File: config.mk
export PLATFORM = sky130hd
export DESIGN_NAME = cfg_byte_loader
export DESIGN_NICKNAME = d
export VERILOG_FILES = /design/src/rtl/cfg_loader_pkg.sv /design/src/rtl/cfg_byte_loader.sv
export SDC_FILE = /design/constraint.sdc
export NUM_CORES = 1
export LEC_CHECK = 0
export ABC_CLOCK_PERIOD_IN_PS = 3400
export BUFFER_PORTS_ARGS = -buffer_cell sky130_fd_sc_hd__buf_2
export CAP_MARGIN = 10
export CORE_UTILIZATION = 57
export DETAILED_ROUTE_END_ITERATION = 12
export GPL_TIMING_DRIVEN = 0
export PLACE_DENSITY = 0.8
export SLEW_MARGIN = 20
export SYNTH_ARGS = -nofsm -noshare
export SYNTH_HDL_FRONTEND = slang
export SYNTH_SLANG_ARGS = --single-unit
File: constraint.sdc
create_clock -name clk -period 3.4 [get_ports clk]
set_input_delay 0.17 -clock clk [delete_from_list [all_inputs] [get_ports clk]]
set_output_delay 0.17 -clock clk [all_outputs]
set_load 0.005 [all_outputs]
File: src/rtl/cfg_loader_pkg.sv
// Shared definitions for the configuration byte loader: sync marker,
// FSM state encoding and a small elaboration-time helper.
package cfg_loader_pkg;

  // Frame start marker; outside a frame every other byte is dropped.
  localparam logic [7:0] SYNC_BYTE = 8'hA5;

  // Loader states in frame order.
  typedef enum logic [2:0] {
    IDLE = 3'd0,
    ADDR = 3'd1,
    DATA = 3'd2,
    CSUM = 3'd3,
    DONE = 3'd4
  } state_t;

  // Larger of two integers, used to size the shared byte counter.
  function automatic int max_int(input int a, input int b);
    return (a > b) ? a : b;
  endfunction

endpackage

File: src/rtl/cfg_byte_loader.sv
// Byte-stream configuration loader.
// Parses frames of the form  A5 | addr bytes (MSB first) | data bytes
// (MSB first) | XOR checksum  and issues one register-file write per good
// frame. Bad checksums and out-of-range addresses raise one-cycle error
// pulses instead. ADDR_WIDTH and DATA_WIDTH are expected to be multiples
// of 8.
module cfg_byte_loader
  import cfg_loader_pkg::*;
#(
  parameter int ADDR_WIDTH    = 16,
  parameter int DATA_WIDTH    = 16,
  parameter int NUM_REGISTERS = 8
) (
  input  logic                  clk,
  input  logic                  rst,
  input  logic                  in_valid,
  input  logic [7:0]            in_data,
  output logic                  in_ready,
  output logic                  write_enable,
  output logic [ADDR_WIDTH-1:0] write_addr,
  output logic [DATA_WIDTH-1:0] write_data,
  output logic                  err_csum,
  output logic                  err_range,
  output logic [7:0]            frame_count,
  output logic                  busy
);

  localparam int ABYTES = ADDR_WIDTH / 8;
  localparam int DBYTES = DATA_WIDTH / 8;
  localparam int NBYTES = max_int(ABYTES, DBYTES);
  // One counter serves both the address and the data field.
  localparam int CNT_W  = (NBYTES > 1) ? $clog2(NBYTES) : 1;
  localparam logic [CNT_W-1:0] ADDR_LAST = CNT_W'(ABYTES - 1);
  localparam logic [CNT_W-1:0] DATA_LAST = CNT_W'(DBYTES - 1);
  // Range compare is done at least 32 bits wide so NUM_REGISTERS is never truncated.
  localparam int CMP_W  = (ADDR_WIDTH > 32) ? ADDR_WIDTH : 32;

  state_t                  state;
  logic [ADDR_WIDTH-1:0]   addr_sr;
  logic [DATA_WIDTH-1:0]   data_sr;
  logic [7:0]              csum;
  logic [CNT_W-1:0]        cnt;
  logic                    accept;
  logic [ADDR_WIDTH-1:0]   addr_next;
  logic [DATA_WIDTH-1:0]   data_next;

  // Saturating frame counter increment: sticks at 0xFF.
  function automatic logic [7:0] sat_inc(input logic [7:0] v);
    return (v == 8'hFF) ? v : v + 8'd1;
  endfunction

  // True when the assembled address targets an existing register.
  function automatic logic addr_in_range(input logic [ADDR_WIDTH-1:0] a);
    return CMP_W'(a) < CMP_W'(NUM_REGISTERS);
  endfunction

  assign accept    = in_valid & in_ready;
  // Shift the new byte in at the LSB end; the oldest (MSB) byte falls off.
  assign addr_next = ADDR_WIDTH'({addr_sr, in_data});
  assign data_next = DATA_WIDTH'({data_sr, in_data});

  // Frame FSM with all outputs registered; strobes are high only in DONE.
  always_ff @(posedge clk or negedge rst) begin
    if (!rst) begin
      state        <= IDLE;
      addr_sr      <= '0;
      data_sr      <= '0;
      csum         <= '0;
      cnt          <= '0;
      in_ready     <= 1'b1;
      write_enable <= 1'b0;
      write_addr   <= '0;
      write_data   <= '0;
      err_csum     <= 1'b0;
      err_range    <= 1'b0;
      frame_count  <= '0;
      busy         <= 1'b0;
    end else begin
      write_enable <= 1'b0;
      err_csum     <= 1'b0;
      err_range    <= 1'b0;
      case (state)
        IDLE: begin
          if (accept && in_data == SYNC_BYTE) begin
            state <= ADDR;
            busy  <= 1'b1;
            cnt   <= '0;
            csum  <= '0;
          end
        end
        ADDR: begin
          if (accept) begin
            addr_sr <= addr_next;
            csum    <= csum ^ in_data;
            if (cnt == ADDR_LAST) begin
              cnt   <= '0;
              state <= DATA;
            end else begin
              cnt <= cnt + CNT_W'(1);
            end
          end
        end
        DATA: begin
          if (accept) begin
            data_sr <= data_next;
            csum    <= csum ^ in_data;
            if (cnt == DATA_LAST) begin
              cnt   <= '0;
              state <= CSUM;
            end else begin
              cnt <= cnt + CNT_W'(1);
            end
          end
        end
        CSUM: begin
          if (accept) begin
            state      <= DONE;
            in_ready   <= 1'b0;
            write_addr <= addr_sr;
            write_data <= data_sr;
            // Checksum failure wins over the range check.
            if (csum != in_data) begin
              err_csum <= 1'b1;
            end else if (!addr_in_range(addr_sr)) begin
              err_range <= 1'b1;
            end else begin
              write_enable <= 1'b1;
              frame_count  <= sat_inc(frame_count);
            end
          end
        end
        DONE: begin
          state    <= IDLE;
          in_ready <= 1'b1;
          busy     <= 1'b0;
        end
        default: begin
          state    <= IDLE;
          in_ready <= 1'b1;
          busy     <= 1'b0;
        end
      endcase
    end
  end

endmodule

==> metrics.txt <==
Rows 29; Design Area, Final 4298 um^2; HP Class input port to register; setup TNS 0 ns; syn avg cell area 13.59 um^2; initial antenna violation count 0; CTS tree done; ANT nets after route 0; placed cell area 4105 um^2; Seq/Total Area, Yosys 0.6005; MaxCap Viol Count 0; final hold vios 0; final net count 353; maximum vdd drop 0.4006 mV; Crit. End Element register; Skew-Pair Late Insertion Delay 0.37 ns; total track usage 0.2233; DR vias/cell 5.572; # setup viols final 0; cts repair resizes 0; WL final 6836 um; grt ovf 0; Cells after Synth 273; Highest Clock Rate 0.4627 GHz; fin. max-slew vios 0; CTS clk-pin slew, worst paths 0.10 ns; clk root buf clkbuf_8; Synth cell types 36; CTS max path bufs 2; cell area power density 647.8 nW/um^2; Detailed Routing Iterations Pass 1 4; Avg WL per Cell 16.16 um; die height 82.69 um; Yosys warnings 0; first-pass GRT wire length 11,010 um; DP HPWL 4705 um; Initial Utilization 0.5878; Worst slew margin 0.3920; Fillers 506; via count of the first global-routing pass 2,222; diodes inserted 0; vias post-DR 2,357; die width 82.69 um; crit-path max FO 10; RSZ-0062 raised after global routing no; number of CTS-inserted buffers 9; status finished, final reports clean; Sink Count 89; gpl congestion 0.8041; commonest non-fill, non-tap cell in the layout dfrtp_1; Yosys reg bits 89; Clock Skew 0.01218 ns; nature of the critical path startpoint register; Core Region 6314 um^2; fin crit share 0.6357; Post CTS Setup Buffer Count 0; Required @ worst endpoint 3.65 ns; full die area 6838 um^2; Core Util, Final 0.6807; Boundary Pins 56; syn_nets 285; CP arrival 2.41 ns; synthesized area 3711 um^2; Tmin final 2.161 ns; Worst Tran Pin Value 0.9043 ns; pin count of the biggest net entering global routing 46; crit path kind register to register; Iteration-0 DRC Markers 118; Port Buffers 55; Leakage 2.190 nW; CTS H-tree depth 3; area delta synth->final 15.81%; most frequent cells in the layout dfrtp_1 (88), mux2_2 (65), buf_2 (59); number of remaining DRC errors 0; # hold bufs at CTS 1; share of layout cells above drive strength 1 0.4422
## path summary, 6_finish.rpt
kind / start / endpoint / slack, ns / depth (start not counted)
max: in_ready$_DFFE_PN1P_ / addr_sr[6]$_DFFE_PN0P_ / 1.24 / 4
min: in_data[3] / data_sr[3]$_DFFE_PN0P_ / 0.13 / 2
max reg2reg: in_ready$_DFFE_PN1P_ / addr_sr[6]$_DFFE_PN0P_ / 1.24 / 4
min reg2reg: write_addr[12]$_DFFE_PN0P_ / write_addr[12]$_DFFE_PN0P_ / 0.51 / 1
max in group asynchronous: rst / in_ready$_DFFE_PN1P_ / 2.38 / 3
min in group asynchronous: rst / addr_sr[1]$_DFFE_PN0P_ / 0.34 / 2
## synthesized netlist by cell type
| master | count | area [um^2] |
|---|---|---|
| dfrtp_1 | 88 | 2202 |
| mux2_2 | 65 | 732.0 |
| o21ai_0 | 18 | 90.09 |
| nor2_1 | 17 | 63.81 |
| xnor2_1 | 13 | 113.9 |
| nand3_1 | 12 | 60.06 |
| nand2_1 | 9 | 33.78 |
| buf_2 | 5 | 25.02 |
| nand4_1 | 5 | 31.28 |
| buf_4 | 4 | 30.03 |
| and2_1 | 3 | 18.77 |
| nand2b_1 | 3 | 18.77 |
| a21oi_1 | 2 | 10.01 |
| and4_1 | 2 | 17.52 |
| nand4b_1 | 2 | 17.52 |
| nor3b_2 | 2 | 25.02 |
| nor4_1 | 2 | 12.51 |
| nor4_2 | 2 | 25.02 |
| xor2_1 | 2 | 17.52 |
| a21boi_0 | 1 | 7.510 |
| a31oi_1 | 1 | 6.260 |
| and3_1 | 1 | 6.260 |
| and3b_1 | 1 | 8.760 |
| clkbuf_1 | 1 | 3.750 |
| dfstp_2 | 1 | 26.28 |
| ha_1 | 1 | 12.51 |
| mux2_1 | 1 | 11.26 |
| mux2i_1 | 1 | 10.01 |
| nand3b_1 | 1 | 7.510 |
| nand4_2 | 1 | 12.51 |
| nor2b_1 | 1 | 6.260 |
| nor3_1 | 1 | 5.000 |
| nor4_4 | 1 | 21.27 |
| o211ai_1 | 1 | 7.510 |
| o31ai_1 | 1 | 7.510 |
| or3_1 | 1 | 6.260 |
## cell families after synthesis
family	Yosys count	synth area share
AND/OR/NAND/NOR	67	0.1072
buffers and inverters	10	0.01584
AO/OA/AOI/OAI	24	0.03473
XOR/XNOR	15	0.03540
multiplexers	67	0.2030
adder cells (fa/ha/maj)	1	0.003371
flip-flops	89	0.6005
## worst max-delay path, stage by stage, from the launching register on
cell	delay, ns
dfstp_2	0.57
nand3b_1	0.16
nor3b_2	0.58
buf_2	0.36
mux2_2	0.37
## final cells by class
cell class                 count  area [um^2]  area share
buffer                        10        58.81     0.01368
timing repair buffer          57        307.8     0.07162
sequential                    89         2228      0.5185
tap                           77        96.34     0.02242
clock inverter                 7        58.81     0.01368
clock buffer                   9        123.9     0.02882
multi-input combinational    174         1424      0.3313
## metal layers
layer  vias up  GRT usage  wire length [um]  share of wire
li1       1118          -                 -              -
met1      1173     0.3189              3328           0.49
met2        51     0.3246              3068           0.45
met3        15    0.04505               269          0.039
met4         0     0.1103               169          0.025
met5         -          0                 0              0
## through the flow
step | power [W] | hold slack (ns) | instances | setup slack (ns)
final | 0.002784 | 0.1293 | 423 | 1.239
after global routing | 0.002947 | 0.1329 | 423 | 1.124
after CTS | 0.002800 | 0.1215 | 423 | 1.237
after detailed placement | 0.002122 | 0.1988 | 406 | 1.268
after global placement | 0.002080 | 0.4750 | 405 | 1.322
after floorplan | 0.001913 | -0.1256 | 273 | 1.585
## registers in the layout (all words and copies together) (netlist names)
name          flops
addr_sr          16
busy              1
cnt               1
csum              8
data_sr          16
err_csum          1
err_range         1
frame_count       8
in_ready          1
state             3
write_addr       16
write_data       16
write_enable      1
## power breakdown
group	internal [W]	switching, W
Clock	0.000280	0.000406
Combinational	0.000322	0.000298
Sequential	0.00129	0.000184
(Power assumes the default switching activity.)
